==> config.mk <==
export PLATFORM = sky130hd
export DESIGN_NAME = keypad_scanner_flat
export DESIGN_NICKNAME = d
export VERILOG_FILES = /design/src/rtl/keypad_pkg.sv /design/src/rtl/keypad_if.sv /design/src/rtl/keypad_scanner_sync2.sv /design/src/rtl/keypad_scanner.sv /design/src/flat_wrapper.sv
export SDC_FILE = /design/constraint.sdc
export NUM_CORES = 1
export LEC_CHECK = 0
export ABC_CLOCK_PERIOD_IN_PS = 2700
export CELL_PAD_IN_SITES_DETAIL_PLACEMENT = 0
export CELL_PAD_IN_SITES_GLOBAL_PLACEMENT = 1
export CORE_AREA = 5 5 73 75
export CTS_CLUSTER_DIAMETER = 60
export DETAILED_ROUTE_END_ITERATION = 6
export DIE_AREA = 0 0 78 80
export GPL_TIMING_DRIVEN = 0
export PLACE_DENSITY_LB_ADDON = 0.08
export SLEW_MARGIN = 25
export SYNTH_ARGS = -nofsm -noshare
export SYNTH_HDL_FRONTEND = slang
export SYNTH_SLANG_ARGS = --single-unit
==> constraint.sdc <==
create_clock -name clk -period 2.7 [get_ports clk]
set_input_delay 0.54 -clock clk [delete_from_list [all_inputs] [get_ports clk]]
set_output_delay 0.54 -clock clk [all_outputs]
set_load 0.01 [all_outputs]
==> src/rtl/keypad_pkg.sv <==
// Shared types, keymap and row-pattern helpers for the 4x4 keypad scanner.
package keypad_pkg;

  typedef enum logic [1:0] {
    SCAN     = 2'd0,
    DEBOUNCE = 2'd1,
    HELD     = 2'd2,
    RELEASE  = 2'd3
  } state_t;

  localparam int unsigned CNT_W = 4;

  // Indexed [row][col]; row r is the active-low bit r of the row returns.
  localparam logic [3:0] KEYMAP [0:3][0:3] = '{
    '{4'h1, 4'h2, 4'h3, 4'hA},
    '{4'h4, 4'h5, 4'h6, 4'hB},
    '{4'h7, 4'h8, 4'h9, 4'hC},
    '{4'hE, 4'h0, 4'hF, 4'hD}
  };

  // True when exactly one row line is pulled low.
  function automatic logic onehot_low(input logic [3:0] v);
    logic [3:0] n;
    n = ~v;
    return (n != 4'b0000) && ((n & (n - 4'd1)) == 4'b0000);
  endfunction

  function automatic logic [1:0] row_index(input logic [3:0] v);
    logic [1:0] idx;
    idx = 2'd0;
    for (int i = 0; i < 4; i++) begin
      if (!v[i]) idx = 2'(i);
    end
    return idx;
  endfunction

endpackage

==> src/rtl/keypad_if.sv <==
// Keypad-side and key-code-side signals of the scanner bundled as one port.
interface keypad_if;
  import keypad_pkg::*;

  logic       tick;
  logic [3:0] rows;
  logic [3:0] cols;
  logic [3:0] key;
  logic       key_valid;

  modport master (
    input  tick,
    input  rows,
    output cols,
    output key,
    output key_valid
  );

  modport slave (
    output tick,
    output rows,
    input  cols,
    input  key,
    input  key_valid
  );
endinterface

==> src/rtl/keypad_scanner_sync2.sv <==
// Two-flop synchronizer with a configurable reset value, one chain per bit.
module sync2 #(
  parameter int unsigned      WIDTH     = 1,
  parameter logic [WIDTH-1:0] RESET_VAL = '0
) (
  input  logic             clk,
  input  logic             reset,
  input  logic [WIDTH-1:0] d,
  output logic [WIDTH-1:0] q
);

  logic [WIDTH-1:0] meta;

  for (genvar gi = 0; gi < WIDTH; gi++) begin : g_bit
    always_ff @(posedge clk) begin
      if (reset) begin
        meta[gi] <= RESET_VAL[gi];
        q[gi]    <= RESET_VAL[gi];
      end else begin
        meta[gi] <= d[gi];
        q[gi]    <= meta[gi];
      end
    end
  end

endmodule

==> src/rtl/keypad_scanner.sv <==
// 4x4 keypad column scanner with press/release debounce; one key_valid
// strobe per accepted press, stepped by the divider's one-cycle tick.
module keypad_scanner
  import keypad_pkg::*;
#(
  parameter int unsigned DEBOUNCE_TICKS = 4
) (
  input  logic     clk,
  input  logic     reset,
  keypad_if.master bus
);

  localparam logic [CNT_W-1:0] LAST = CNT_W'(DEBOUNCE_TICKS - 1);

  logic [3:0]       rows_s;
  state_t           state;
  logic [1:0]       col;
  logic [CNT_W-1:0] cnt;
  logic [CNT_W-1:0] cnt_inc;
  logic [3:0]       pattern;
  logic [3:0]       key;
  logic             key_valid;

  sync2 #(
    .WIDTH     (4),
    .RESET_VAL (4'b1111)
  ) u_rows_sync (
    .clk   (clk),
    .reset (reset),
    .d     (bus.rows),
    .q     (rows_s)
  );

  assign cnt_inc = cnt + CNT_W'(1);

  always_ff @(posedge clk) begin
    if (reset) begin
      state     <= SCAN;
      col       <= 2'd0;
      cnt       <= '0;
      pattern   <= 4'b1111;
      key       <= 4'h0;
      key_valid <= 1'b0;
    end else begin
      key_valid <= 1'b0;
      if (bus.tick) begin
        unique case (state)
          SCAN: begin
            if (onehot_low(rows_s)) begin
              pattern <= rows_s;
              cnt     <= '0;
              state   <= DEBOUNCE;
            end else begin
              col <= col + 2'd1;
            end
          end
          DEBOUNCE: begin
            if (rows_s == pattern) begin
              cnt <= cnt_inc;
              if (cnt_inc == LAST) begin
                key       <= KEYMAP[row_index(pattern)][col];
                key_valid <= 1'b1;
                state     <= HELD;
              end
            end else begin
              // Glitch or pattern change: restart detection on the same column.
              state <= SCAN;
            end
          end
          HELD: begin
            if (rows_s == 4'b1111) begin
              cnt   <= '0;
              state <= RELEASE;
            end
          end
          RELEASE: begin
            if (rows_s == 4'b1111) begin
              cnt <= cnt_inc;
              if (cnt_inc == LAST) begin
                col   <= col + 2'd1;
                state <= SCAN;
              end
            end else begin
              // A bounce during release counts as still held, so no re-strobe.
              state <= HELD;
            end
          end
          default: state <= SCAN;
        endcase
      end
    end
  end

  for (genvar gi = 0; gi < 4; gi++) begin : g_cols
    assign bus.cols[gi] = (col != 2'(gi));
  end

  assign bus.key       = key;
  assign bus.key_valid = key_valid;

endmodule
==> src/flat_wrapper.sv <==
// flat-port wrapper written by rule: the top's interface ports become plain ports
module keypad_scanner_flat import keypad_pkg::*;
#(
  parameter int unsigned DEBOUNCE_TICKS = 4
)
  (clk, reset, bus_tick, bus_rows, bus_cols, bus_key, bus_key_valid);
  keypad_if bus_i ();
  input  logic clk;
  input  logic reset;
  input wire logic [$bits(bus_i.tick)-1:0] bus_tick;
  input wire logic [$bits(bus_i.rows)-1:0] bus_rows;
  output wire logic [$bits(bus_i.cols)-1:0] bus_cols;
  output wire logic [$bits(bus_i.key)-1:0] bus_key;
  output wire logic [$bits(bus_i.key_valid)-1:0] bus_key_valid;
  assign bus_i.tick = bus_tick;
  assign bus_i.rows = bus_rows;
  assign bus_cols = bus_i.cols;
  assign bus_key = bus_i.key;
  assign bus_key_valid = bus_i.key_valid;
  keypad_scanner #(.DEBOUNCE_TICKS(DEBOUNCE_TICKS)) u_core (.clk(clk), .reset(reset), .bus(bus_i));
endmodule
==> flow_summary.json, run 1 <==
{
  "grt_max_degree": 15,
  "synth_cell_types": 42,
  "slew_headroom_pct": 29.9,
  "core_um2": 4600,
  "cap_violations": 0,
  "tightest_slew_ns": 1.04,
  "port_buffers": 15,
  "n_antenna_cell": 0,
  "final-seq-area_um2": 500,
  "synth_cells": 161,
  "yosys-top-cells-area": "dfxtp_1 38%, ha_1 5.6%, inv_1 5.1%, or2_2 4.2%, nor2_1 4.0%",
  "synth-edff-count": 0,
  "start_util_pct": 28.9,
  "grt_pass1_wl_um": 4850,
  "routed_wirelength_um": 2770,
  "pwr-share-comb_pct": 20.4,
  "cts_setup_buffers": 0,
  "cts.sinks": 25,
  "final_nets": 194,
  "vias_per_cell": 4.88,
  "cp_cell_sequence": "inv_1 -> ha_1 -> inv_1 -> clkdlybuf4s50_1",
  "ys_async_sr_fraction_pct": 0,
  "finalHoldViolations": 0,
  "power.internal_uw": 562,
  "fp.dieH_um": 80,
  "yosysTopAreaCell": "dfxtp_1",
  "die_w_um": 78,
  "rsz0062_at_grt": "no",
  "arrival_ns": 1.78,
  "place_hpwl_um": 2110,
  "status": "finished, final reports clean",
  "htreeDepth": 1,
  "dieArea_um2": 6240,
  "final.min_clock_period_ns": 2.32,
  "filler_cell_count": 480,
  "vias": 1141,
  "cpMostUsedCell": "inv_1",
  "multi_input_area_um2": 721,
  "clk_pin_slew_ns": 0.08,
  "cts-resized-gates": 0,
  "netlist_area_um2": 1330,
  "ys_ff_latch": 25,
  "hold_class": "flip-flop to flip-flop",
  "antenna_found_initial": 0,
  "cts_tree": "yes",
  "insertion_delay_ns": 0.27,
  "clockPowerShare_pct": 28.3,
  "postSynthAreaPerCell_um2": 8.26,
  "syn_nets": 174,
  "io_pins": 16,
  "p_sw_uw": 225,
  "yosysTopAreaCellShare_pct": 37.6,
  "cellLeakagePower_uw": 0.000640,
  "drc": 0,
  "end_kind": "primary output",
  "gp_congestion": 0.716,
  "ant_nets": 0,
  "grt.total_usage_pct": 9.43,
  "p_sw_share_pct": 28.6,
  "cts.hold.buffers_added": 0,
  "finalSetupViolCount": 0,
  "fin_crit_sh_pct": 85.9,
  "crit_slowest_cell": "clkdlybuf4s50_1",
  "grt_pass1_vias": 1068,
  "clk_path_buf_depth": 2,
  "slowest_delay_ns": 0.52,
  "clock_skew_ns": 0.00665,
  "dr.pass1.iters": 4,
  "pwr-share-seq_pct": 51.3,
  "drive_above_1_share_pct": 10.6,
  "dp_cells": 230,
  "ys.flop_type": "dfxtp_1",
  "ys_warn_count": 0,
  "tns_ns": 0,
  "cts-buffers-inserted": 3,
  "max-vdd-ir-drop_uv": 306,
  "worstSetupPathType": "flip-flop to primary output",
  "start_kind": "flip-flop",
  "max_freq_mhz": 431,
  "slew_viol_final": 0,
  "layoutNonFillerInstCount": 234,
  "critPathRequiredTime_ns": 2.16,
  "grt_overflow_total": 0,
  "root_buffer": "clkbuf_8",
  "syn2layout_area_growth_pct": 19.8,
  "rows": 25,
  "crit_fanout": 9,
  "avgRoutedWirePerCell_um": 11.8,
  "dr.first_iter.drc_count": 33,
  "p_per_area_nw_per_um2": 494,
  "ys_seq_area_share_pct": 37.6
}
flip-flops by register name, indices dropped and copies added, names as in the netlist:
| register | cells |
|---|---|
| u_core.bus.key | 4 |
| u_core.bus.key_valid | 1 |
| u_core.cnt | 4 |
| u_core.col | 2 |
| u_core.pattern | 4 |
| u_core.state | 2 |
| u_core.u_rows_sync.meta | 4 |
| u_core.u_rows_sync.q | 4 |
cells by family (layout without fill, tap and decap cells):
family                     Yosys count  count (layout)  share of synthesized area, %
AOI/OAI and AO/OA                   34              34                          18.2
muxes                                3               3                          2.35
DFF                                 25              25                          37.6
xor gates and xnor gates             7               7                          4.61
and+or+nand+nor                     60              60                          23.4
adders and majority gates            6               6                          5.64
buffers and inverters               26              45                          8.18
Yosys cell counts, drive strengths merged, types with 2 or more instances:
library cell,number
a21oi,3
nand4b,2
inv,18
nand2,13
clkbuf,6
nor2,14
nand3,5
nor2b,4
a211o,5
nand4,2
xor2,2
mux2i,2
a31oi,3
buf,2
nand2b,3
a211oi,4
o31ai,2
xnor2,5
ha,6
dfxtp,25
o21ai,7
or2,10
nor3,2
final cells by class:
class / instances / area share [%]
inverters: 18 / 4.24
multi-input cells: 110 / 45.2
well taps: 54 / 4.24
clock inverters: 1 / 0.314
flip-flops and latches: 25 / 31.4
clock buffers: 3 / 2.59
plain buffers: 8 / 2.59
repair buffers: 15 / 9.42
cell usage in the layout (no fill, tap or decap), types with 2 or more instances in the layout:
cell	instances
nor2_1	14
nor2b_1	4
nor3_1	2
nand4b_1	2
clkbuf_1	4
nand4_1	2
nand3_1	5
clkbuf_2	2
nand2_1	13
a211o_1	5
a31oi_1	3
inv_1	18
xor2_1	2
clkbuf_8	3
nand2b_1	3
xnor2_1	5
dfxtp_1	25
o21ai_0	7
or2_2	9
ha_1	6
a21oi_1	3
o31ai_1	2
a211oi_1	4
mux2i_1	2
clkdlybuf4s50_1	15
worst max-delay path, delay by kind of cell, from the launching register on:
kind       cells  cell delay [ns]
buf+inv        3             0.77
flops          1             0.51
fa+ha+maj      1             0.23
metal layers:
| layer | track usage [%] | part of all wire (%) | vias up |
|---|---|---|---|
| met5 | 0 | 0 | - |
| met4 | 3.21 | 2.3 | 0 |
| met3 | 2.82 | 4.6 | 7 |
| met2 | 15.7 | 46 | 29 |
| met1 | 11.5 | 47 | 518 |
| li1 | - | - | 587 |
final timing paths:
| path | from | to | slack (ns) | cells past startpoint |
|---|---|---|---|---|
| max | u_core.col[0] | bus_cols[0] | 0.38 | 4 |
| min | u_core.u_rows_sync.meta[0] | u_core.u_rows_sync.q[0] | 0.41 | 1 |
| max reg2reg | u_core.cnt[0] | u_core.col[0] | 0.54 | 6 |
| min reg2reg | u_core.u_rows_sync.meta[0] | u_core.u_rows_sync.q[0] | 0.41 | 1 |
per-stage QoR:
step / power [uW] / area [um^2] / hold WS [ns] / setup slack, ns / utilization (%)
finish: 787 / 1590 / 0.413 / 0.381 / 34.7
global route: 838 / 1590 / 0.430 / 0.260 / 34.7
CTS: 802 / 1590 / 0.416 / 0.350 / 34.7
detailed placement: 575 / 1550 / 0.393 / 0.343 / 33.7
global placement: 574 / 1550 / 0.395 / 0.354 / 33.7
floorplan: 521 / 1330 / 0.389 / 0.862 / -
power groups by stage:
stage / logic (uW) / registers (uW) / clock network, uW
floorplan: 113 / 408 / 0
global placement: 161 / 413 / 0
detailed placement: 162 / 413 / 0
CTS: 163 / 404 / 235
global route: 181 / 408 / 249
finish: 161 / 404 / 222
Power figures use the tool's default switching activity.
==> inputs of run 2 (changes only) <==
--- a/config.mk
+++ b/config.mk
@@ -8,10 +8,10 @@
 export ABC_CLOCK_PERIOD_IN_PS = 2700
 export CELL_PAD_IN_SITES_DETAIL_PLACEMENT = 0
 export CELL_PAD_IN_SITES_GLOBAL_PLACEMENT = 1
-export CORE_AREA = 5 5 73 75
+export CORE_AREA = 3 3 62 64
 export CTS_CLUSTER_DIAMETER = 60
 export DETAILED_ROUTE_END_ITERATION = 6
-export DIE_AREA = 0 0 78 80
+export DIE_AREA = 0 0 65 67
 export GPL_TIMING_DRIVEN = 0
 export PLACE_DENSITY_LB_ADDON = 0.08
 export SLEW_MARGIN = 25
==> run 2 against run 1 <==
Net effect: critical path depth unchanged; sequential share of layout area up 0.42 points; via count increased by 0.35%; power shrank 5.1%; highest routed layer unchanged; utilization grew 12 points; worst hold slack better by 0.021 ns; critical path type unchanged; clock power down 18%; non-clock buffer count stayed put; critical endpoint unchanged; register-to-register slack hardly changed; largest power group unchanged.
==> flow_summary.json, run 2 (synthesized netlist as in run 1, its figures left out) <==
{
  "status": "finished, final reports clean",
  "syn2layout_area_growth_pct": 18.3,
  "cp_cell_sequence": "inv_1 -> ha_1 -> inv_1 -> clkdlybuf4s50_1",
  "finalHoldViolations": 0,
  "max-vdd-ir-drop_uv": 264,
  "cpMostUsedCell": "inv_1",
  "final.min_clock_period_ns": 2.40,
  "final_common_cell": "dfxtp_1",
  "insertion_delay_ns": 0.33,
  "tns_ns": 0,
  "finalSetupViolCount": 0,
  "grt.total_usage_pct": 14.3,
  "n_antenna_cell": 0,
  "design_area_um2": 1570,
  "slowest_delay_ns": 0.54,
  "rows": 21,
  "fin_crit_sh_pct": 88.8,
  "drive_above_1_share_pct": 11.1,
  "core_um2": 3340,
  "drc": 0,
  "hold_class": "flip-flop to flip-flop",
  "layout_common_cells": "25 x dfxtp_1, 18 x inv_1, 15 x clkdlybuf4s50_1",
  "cts_setup_buffers": 0,
  "arrival_ns": 1.86,
  "htreeDepth": 1,
  "end_kind": "primary output",
  "dr.first_iter.drc_count": 97,
  "dr.pass1.iters": 4,
  "layoutNonFillerInstCount": 226,
  "clk_path_buf_depth": 2,
  "antenna_found_initial": 0,
  "p_per_area_nw_per_um2": 475,
  "place_area_um2": 1540,
  "crit_family": "buffers and inverters",
  "cts_tree": "yes",
  "cap_violations": 0,
  "slew_headroom_pct": 57.5,
  "dp_cells": 222,
  "grt_max_degree": 16,
  "vias_per_cell": 5.07,
  "start_util_pct": 39.9,
  "filler_cell_count": 354,
  "max_freq_mhz": 417,
  "vias": 1145,
  "die_w_um": 65,
  "cts.hold.buffers_added": 0,
  "crit_slowest_cell": "dfxtp_1",
  "cellLeakagePower_uw": 0.000630,
  "grt_overflow_total": 0,
  "final_nets": 194,
  "rsz0062_at_grt": "no",
  "place_hpwl_um": 2010,
  "dieArea_um2": 4360,
  "clock_skew_ns": 0.0144,
  "tightest_slew_ns": 0.633,
  "fp.dieH_um": 67,
  "port_buffers": 15,
  "path_buf_inv": 3,
  "avgRoutedWirePerCell_um": 11.9,
  "ant_nets": 0,
  "start_kind": "flip-flop",
  "clk_pin_slew_ns": 0.16,
  "slew_viol_final": 0,
  "cts.sinks": 25,
  "gp_congestion": 0.728,
  "root_buffer": "clkbuf_4",
  "worstSetupPathType": "flip-flop to primary output",
  "cts-resized-gates": 0,
  "io_pins": 16,
  "fin_total_pwr_uw": 747,
  "grt_pass1_vias": 1131,
  "routed_wirelength_um": 2690,
  "grt_pass1_wl_um": 5010,
  "critPathRequiredTime_ns": 2.16,
  "cts-buffers-inserted": 3,
  "crit_fanout": 9
}
==> run 2: cell types whose count changed in the layout (fill, tap and decap cells not counted) <==
cell	before	now
clkinvlp_4	0	1
clkinv_2	1	0
o31ai_1	2	1
clkbuf_8	3	0
clkbuf_4	0	3
o31ai_2	0	1
==> run 2: where the power goes <==
part           internal, uW  leakage, uW  total (uW)  switching (uW)
clock network          56.6    0.0000139         181             124
registers               386     0.000204         404            18.6
logic                  75.0     0.000412         162            86.7
total                   517     0.000630         747             230
==> run 2: final cells by class <==
type                       instances  area [um^2]  area share [%]
timing repair buffer              15          150            9.55
buffer                             8         41.3            2.63
inverter                          18         67.6            4.30
clock buffer                       3         22.5            1.43
tap                               46         57.6            3.66
multi-input combinational        110          726            46.1
sequential                        25          500            31.8
clock inverter                     1         7.51           0.477
==> run 2: through the flow <==
step	setup WS, ns	hold slack [ns]	util, %
2_1_floorplan	0.862	0.389	-
3_3_place_gp	0.386	0.395	46.1
3_5_place_dp	0.353	0.397	46.1
4_1_cts	0.280	0.437	47.0
5_1_grt	0.123	0.446	47.1
6_report	0.303	0.434	47.1
==> run 2: path summary, 6_finish.rpt <==
kind,depth (start not counted),end,start,slack (ns)
setup / recovery,4,bus_cols[0],u_core.col[0],0.30
hold / removal,1,u_core.u_rows_sync.q[3],u_core.u_rows_sync.meta[3],0.43
setup reg to reg,6,u_core.col[0],u_core.cnt[1],0.53
hold reg to reg,1,u_core.u_rows_sync.q[3],u_core.u_rows_sync.meta[3],0.43
==> run 2: layer usage <==
| layer | track usage [%] | share of wire (%) | wire (um) | vias up |
|---|---|---|---|---|
| li1 | - | - | - | 591 |
| met1 | 17.9 | 48 | 1290 | 531 |
| met2 | 25.0 | 48 | 1290 | 19 |
| met3 | 2.53 | 3.4 | 92 | 4 |
| met4 | 4.22 | 0.85 | 23 | 0 |
| met5 | 0 | 0 | 0 | - |
